<file path="config.mk">
export PLATFORM = sky130hd
export DESIGN_NAME = antares_gpr_write_ctrl
export DESIGN_NICKNAME = d
export VERILOG_FILES = /design/src/rtl/antares_gpr_write_ctrl_pkg.sv /design/src/rtl/antares_gpr_wbuf.sv /design/src/rtl/antares_gpr_write_ctrl.sv
export SDC_FILE = /design/constraint.sdc
export NUM_CORES = 1
export LEC_CHECK = 0
export ABC_AREA = 1
export BUFFER_PORTS_ARGS = -buffer_cell sky130_fd_sc_hd__buf_2
export CAP_MARGIN = 20
export CORE_ASPECT_RATIO = 0.9
export CORE_MARGIN = 5
export CORE_UTILIZATION = 45
export CTS_CLUSTER_DIAMETER = 150
export CTS_CLUSTER_SIZE = 40
export DETAILED_ROUTE_END_ITERATION = 16
export PLACE_DENSITY = 0.77
export SYNTH_ARGS = -nofsm -noshare
export SYNTH_HDL_FRONTEND = slang
export SYNTH_SLANG_ARGS = --single-unit
</file>
<file path="constraint.sdc">
create_clock -name clk -period 2.3 [get_ports clk]
set_input_delay 0.46 -clock clk [delete_from_list [all_inputs] [get_ports clk]]
set_output_delay 0.46 -clock clk [all_outputs]
set_load 0.005 [all_outputs]
</file>
<file path="src/rtl/antares_gpr_write_ctrl_pkg.sv">
// Shared constants and state encoding for the antares GPR write-port controller.
package antares_gpr_write_ctrl_pkg;

  typedef enum logic {
    ST_INIT = 1'b0,
    ST_RUN  = 1'b1
  } state_e;

  localparam int R0_ADDR   = 0;
  localparam int GPR_COUNT = 31;

endpackage

</file>
<file path="src/rtl/antares_gpr_wbuf.sv">
// One-entry buffer for MDU results waiting for the shared GPR write port.
// Handshake: a result transfers on a cycle where mdu_req && mdu_ack; mdu_req holds wa/wd stable until then.
module antares_gpr_wbuf
  import antares_gpr_write_ctrl_pkg::*;
#(
  parameter int DATA_WIDTH = 32,
  parameter int ADDR_WIDTH = 5,
  parameter int STALL_AGE  = 3
) (
  input  logic                  clk,
  input  logic                  rst_n,
  input  logic                  run,
  input  logic                  wb_write,
  input  logic [ADDR_WIDTH-1:0] wb_wa,
  input  logic                  mdu_req,
  input  logic [ADDR_WIDTH-1:0] mdu_wa,
  input  logic [DATA_WIDTH-1:0] mdu_wd,
  output logic                  mdu_ack,
  output logic                  drain,
  output logic                  buf_valid,
  output logic [ADDR_WIDTH-1:0] buf_wa,
  output logic [DATA_WIDTH-1:0] buf_wd,
  output logic                  stall
);

  localparam int AGE_W = (STALL_AGE < 1) ? 1 : $clog2(STALL_AGE + 1);
  localparam logic [AGE_W-1:0] AGE_MAX = AGE_W'(STALL_AGE);

  logic                  valid_q, valid_d;
  logic [ADDR_WIDTH-1:0] wa_q, wa_d;
  logic [DATA_WIDTH-1:0] wd_q, wd_d;
  logic [AGE_W-1:0]      age_q, age_d;
  logic                  cancel;
  logic                  capture;

  always_comb begin
    drain   = run && valid_q && !wb_write;
    // A newer writeback to the same register supersedes the entry, which frees the slot.
    cancel  = wb_write && valid_q && (wb_wa == wa_q);
    mdu_ack = run && (!valid_q || drain || cancel);
    capture = mdu_req && mdu_ack;

    valid_d = valid_q;
    wa_d    = wa_q;
    wd_d    = wd_q;
    age_d   = age_q;

    if (drain || cancel) begin
      valid_d = 1'b0;
      age_d   = '0;
    end else if (valid_q && wb_write && (age_q != AGE_MAX)) begin
      age_d = age_q + AGE_W'(1);
    end

    if (capture) begin
      valid_d = (mdu_wa != ADDR_WIDTH'(R0_ADDR));
      wa_d    = mdu_wa;
      wd_d    = mdu_wd;
      age_d   = '0;
    end
  end

  always_ff @(posedge clk or negedge rst_n) begin
    if (!rst_n) begin
      valid_q <= 1'b0;
      wa_q    <= '0;
      wd_q    <= '0;
      age_q   <= '0;
    end else begin
      valid_q <= valid_d;
      wa_q    <= wa_d;
      wd_q    <= wd_d;
      age_q   <= age_d;
    end
  end

  assign buf_valid = valid_q;
  assign buf_wa    = wa_q;
  assign buf_wd    = wd_q;
  assign stall     = valid_q && (age_q >= AGE_MAX);

endmodule

</file>
<file path="src/rtl/antares_gpr_write_ctrl.sv">
// GPR write-port controller: clears r1..r31 after reset, then arbitrates the
// single write port between writeback (priority) and the buffered MDU result.
module antares_gpr_write_ctrl
  import antares_gpr_write_ctrl_pkg::*;
#(
  parameter int DATA_WIDTH = 32,
  parameter int ADDR_WIDTH = 5,
  parameter int STALL_AGE  = 3
) (
  input  logic                  clk,
  input  logic                  rst_n,
  input  logic [ADDR_WIDTH-1:0] wb_wa,
  input  logic [DATA_WIDTH-1:0] wb_wd,
  input  logic                  wb_we,
  input  logic [ADDR_WIDTH-1:0] mdu_wa,
  input  logic [DATA_WIDTH-1:0] mdu_wd,
  input  logic                  mdu_req,
  output logic                  mdu_ack,
  output logic [ADDR_WIDTH-1:0] gpr_wa,
  output logic [DATA_WIDTH-1:0] gpr_wd,
  output logic                  gpr_we,
  output logic                  init_busy,
  output logic                  wb_stall,
  output logic                  pend_valid,
  output logic [ADDR_WIDTH-1:0] pend_wa
);

  state_e                state_q, state_d;
  logic [ADDR_WIDTH-1:0] cnt_q, cnt_d;
  logic                  run;
  logic                  wb_write;
  logic                  drain;
  logic                  buf_valid;
  logic [ADDR_WIDTH-1:0] buf_wa;
  logic [DATA_WIDTH-1:0] buf_wd;

  assign run      = (state_q == ST_RUN);
  assign wb_write = run && wb_we && (wb_wa != ADDR_WIDTH'(R0_ADDR));

  antares_gpr_wbuf #(
    .DATA_WIDTH(DATA_WIDTH),
    .ADDR_WIDTH(ADDR_WIDTH),
    .STALL_AGE (STALL_AGE)
  ) u_wbuf (
    .clk      (clk),
    .rst_n    (rst_n),
    .run      (run),
    .wb_write (wb_write),
    .wb_wa    (wb_wa),
    .mdu_req  (mdu_req),
    .mdu_wa   (mdu_wa),
    .mdu_wd   (mdu_wd),
    .mdu_ack  (mdu_ack),
    .drain    (drain),
    .buf_valid(buf_valid),
    .buf_wa   (buf_wa),
    .buf_wd   (buf_wd),
    .stall    (wb_stall)
  );

  always_comb begin
    state_d = state_q;
    cnt_d   = cnt_q;
    if (state_q == ST_INIT) begin
      cnt_d = cnt_q + ADDR_WIDTH'(1);
      if (cnt_q == ADDR_WIDTH'(GPR_COUNT)) begin
        state_d = ST_RUN;
      end
    end
  end

  always_ff @(posedge clk or negedge rst_n) begin
    if (!rst_n) begin
      state_q <= ST_INIT;
      cnt_q   <= ADDR_WIDTH'(1);
    end else begin
      state_q <= state_d;
      cnt_q   <= cnt_d;
    end
  end

  // The port is gated by rst_n directly so that it goes quiet the instant reset asserts.
  always_comb begin
    gpr_we = 1'b0;
    gpr_wa = '0;
    gpr_wd = '0;
    if (!rst_n) begin
      gpr_we = 1'b0;
    end else if (state_q == ST_INIT) begin
      gpr_we = 1'b1;
      gpr_wa = cnt_q;
    end else if (wb_write) begin
      gpr_we = 1'b1;
      gpr_wa = wb_wa;
      gpr_wd = wb_wd;
    end else if (drain) begin
      gpr_we = 1'b1;
      gpr_wa = buf_wa;
      gpr_wd = buf_wd;
    end
  end

  assign init_busy  = (state_q == ST_INIT);
  assign pend_valid = buf_valid;
  assign pend_wa    = buf_wa;

endmodule

</file>
==> results.yml <==
outcome:
  outcome: "finished, final reports clean"
worst_setup_path:
  critical_path_peak_fanout: 5
  worstPathRequired_ns: 1.84
  worst_r2r_startpoint: "u_wbuf.buf_wa[3]"
  endpoint_kind: "output port"
  timing.setup.critical_path_class: "input port to output port"
  reg2reg_depth: 10
  r2r_slack_ns: 0.52
  worstSetupStartpointType: "input port"
  critical_path_arrival_ns: 1.79
  regToRegEndpoint: "u_wbuf.age_q[1]"
place:
  placed_area_sq_um: 3388
  weighted_congestion_reported_at_the_end_of_routability_driven_placement: 0.8231
  detailedPlace.worstSlack_ns: 0.1797
  dp.cells: 567
  io_buffer_count: 124
  dp_hpwl_mm: 5.771
sta:
  grt_setup_unrepaired: "true"
  period_needed_ns: 2.248
  final.setup_skew_ns: 0.006081
  timing_hold_violations_final: 0
  finalSetupViolCount: 0
  finalHoldWorstSlack_ns: 0.3387
  finalMaxSlewViolations: 0
  post-route-period-util_pct: 97.75
  worst_margin_slew_ns: 0.5795
  clock.fmax_mhz: 444.8
  timing.slew.headroom_pct: 61.36
  post-route-worst-setup-slack_ns: 0.05173
power:
  leakagePower_nw: 2.029
  share_clk_of_total_power_pct: 21.6
  total_power_mw: 2.336
  share_seq_of_total_power_pct: 45.9
  power.switching_mw: 0.7969
  combinational_group_share_of_total_power_pct: 32.5
  internal_power_mw: 1.539
  vdd_ir_drop_max_v: 0.0002948
  p_per_area_nw_per_um2: 646.3
  switching_share_pct: 34.11
synthesis:
  syn-cell-area_sq_um: 2721
  synthCells: 387
  postSynthNetCount: 468
  number_of_library_cell_types_mapped_by_synthesis: 26
  synth_common_cells: "nand2_1, dfrtp_1, nand4_1"
  synth_top_cells_by_area: "dfrtp_1, nand2_1, nand4_1, a21oi_1, inv_1"
  mean_instance_size_in_the_synthesized_netlist_sq_um: 7.032
  synth.ff_latch_count: 46
  proportion_of_synthesized_flip_flops_having_asynchronous_set_or_reset_pct: 100.0
  ys_dominant_reg_cell: "dfrtp_1"
  synth_enable_flop_cells: 0
  warnings_from_yosys: 0
  netlist.area_leader.share_pct: 41.38
  sequential_share_of_the_synthesized_area_pct: 42.34
  post-synth-top-area-cell: "dfrtp_1"
  synth.most_common_cell: "nand2_1"
floorplan:
  initial_core_util_pct: 47.00
  die-height_microns: 83.78
  die_area_sq_um: 7705
  placementRows: 26
  io_pins: 125
  die_width_microns: 91.97
  core_sq_um: 5791
global_route:
  grt_pass1_wl_mm: 13.17
  overflow: 0
  antenna_violations_before_repair: 0
  largest_net_degree_at_the_start_of_global_routing: 47
  via_count_of_the_first_global_routing_pass: 2888
  groute.usage.overall_pct: 20.45
clock_tree:
  clock_transition_at_the_register_clock_pins_on_the_worst_setup_and_hold_paths_after_cts_ns: 0.08
  clock_sink_count: 46
  numCtsBuffers: 5
  clock_tree_from_tritoncts: "yes"
  ctsHtreeMaxLevel: 2
  clk_path_buf_depth: 2
  post_cts_hold_buffer_count: 0
  clk_root_buffer_cell: "clkbuf_8"
  insertion_delay_ns: 0.29
detailed_routing:
  number_of_nets_with_antenna_violations_after_routing: 0
  dr_total_vias: 2977
  post-route-drc-count: 0
  route.detailed.vias_per_inst: 5.106
  drt-wirelength-per-cell_microns: 14.16
  dr.pass1.iters: 4
  postRouteWirelength_mm: 8.253
  initialDrtViolationCount: 197
finish:
  drive_above_1_share_pct: 32.94
  post_layout_nonfiller_instances: 583
  final_area_sq_um: 3615
  diodes: 0
  nNetsFinal: 593
  final.fill_count: 560
  synthToLayoutAreaGrowth_pct: 32.83
worst_hold_path:
  min_path_type: "input port to asynchronous set/reset pin"
job:
  cap_violations: 0
## stage by stage
stage               util [%]  setup TNS, ns
floorplan                  -              0
global placement       58.51              0
detailed placement     58.51              0
CTS                    60.07              0
global route           62.42        -0.6390
finish                 62.42              0
## metal layers
| layer | vias to the layer above | part of all wire [%] | global-route usage, % |
|---|---|---|---|
| li1 | 1505 | - | - |
| met1 | 1332 | 42 | 26.99 |
| met2 | 131 | 47 | 34.02 |
| met3 | 9 | 9.4 | 4.689 |
| met4 | 0 | 0.80 | 4.858 |
| met5 | - | 0 | 0 |
## area by class of cell
cell class                      count  area, sq um  area share [%]
Multi-Input combinational cell    291         1351           37.38
Sequential cell                    46         1154           31.91
Timing Repair Buffer              146        843.3           23.33
Clock buffer                        8        90.09           2.492
Inverter                           22        88.84           2.458
Tap cell                           70        87.58           2.423
## registers in the layout, indices dropped and copies added, names as in the netlist
| signal | flops |
|---|---|
| u_wbuf.buf_wd | 32 |
| cnt_q | 5 |
| u_wbuf.buf_wa | 5 |
| u_wbuf.age_q | 2 |
| run | 1 |
| u_wbuf.buf_valid | 1 |
## how the worst max path moves through the flow
stage,end,slack [ns],cells past startpoint,start
global placement,gpr_wa[3],0.22,10,wb_wa[4]
global route,gpr_wa[4],-0.06,9,run
floorplan,gpr_wd[21],0.49,9,wb_wa[4]
CTS,gpr_we,0.009,5,run
finish,gpr_wa[3],0.05,10,wb_wa[2]
detailed placement,gpr_wa[3],0.18,10,wb_wa[4]
## worst max-delay path, stage by stage
cell,delay (ns)
buf_2,0.13
nor2_1,0.13
nand3_2,0.10
nand2_2,0.11
inv_4,0.05
nor2_4,0.26
buf_6,0.19
nand2_1,0.06
a31oi_1,0.15
buf_2,0.14
## cells in the final DEF, fill, tap and decap left out, types with 2 or more instances in the layout
master,netlist,routed
dfrtp_1,45,44
buf_4,6,15
clkbuf_8,0,6
nand3_1,4,3
buf_2,7,124
inv_1,21,19
clkbuf_1,11,2
nand2_2,1,4
nor2_1,11,10
nor2_2,2,2
buf_6,3,4
nand4_1,38,38
buf_12,0,2
a21oi_1,33,32
nand2_1,183,180
xnor2_1,3,3
ha_1,3,3
nand3_2,2,3
a31oi_1,5,5
## logic make-up after synthesis
family / after synthesis / synth area share [%]
xor gates and xnor gates: 4 / 1.288
and+or+nand+nor: 244 / 38.35
buffers and inverters: 50 / 8.873
adders and majority gates: 3 / 1.379
AOI/OAI and AO/OA: 40 / 7.770
DFF: 46 / 42.35
## power by group through the flow
stage	logic (mW)	registers [mW]	clock network, mW
floorplan	0.444	1.06	0
global placement	0.674	1.08	0
detailed placement	0.695	1.08	0
CTS	0.694	1.07	0.527
global route	0.856	1.10	0.554
finish	0.759	1.07	0.505
## timing repair
| item | in CTS | in global routing |
|---|---|---|
| buffers inserted | 0 | 5 |
| endpoints found under the setup margin | 0 | 38 |
| resized for setup | 0 | 23 |
Power figures use the tool's default switching activity.
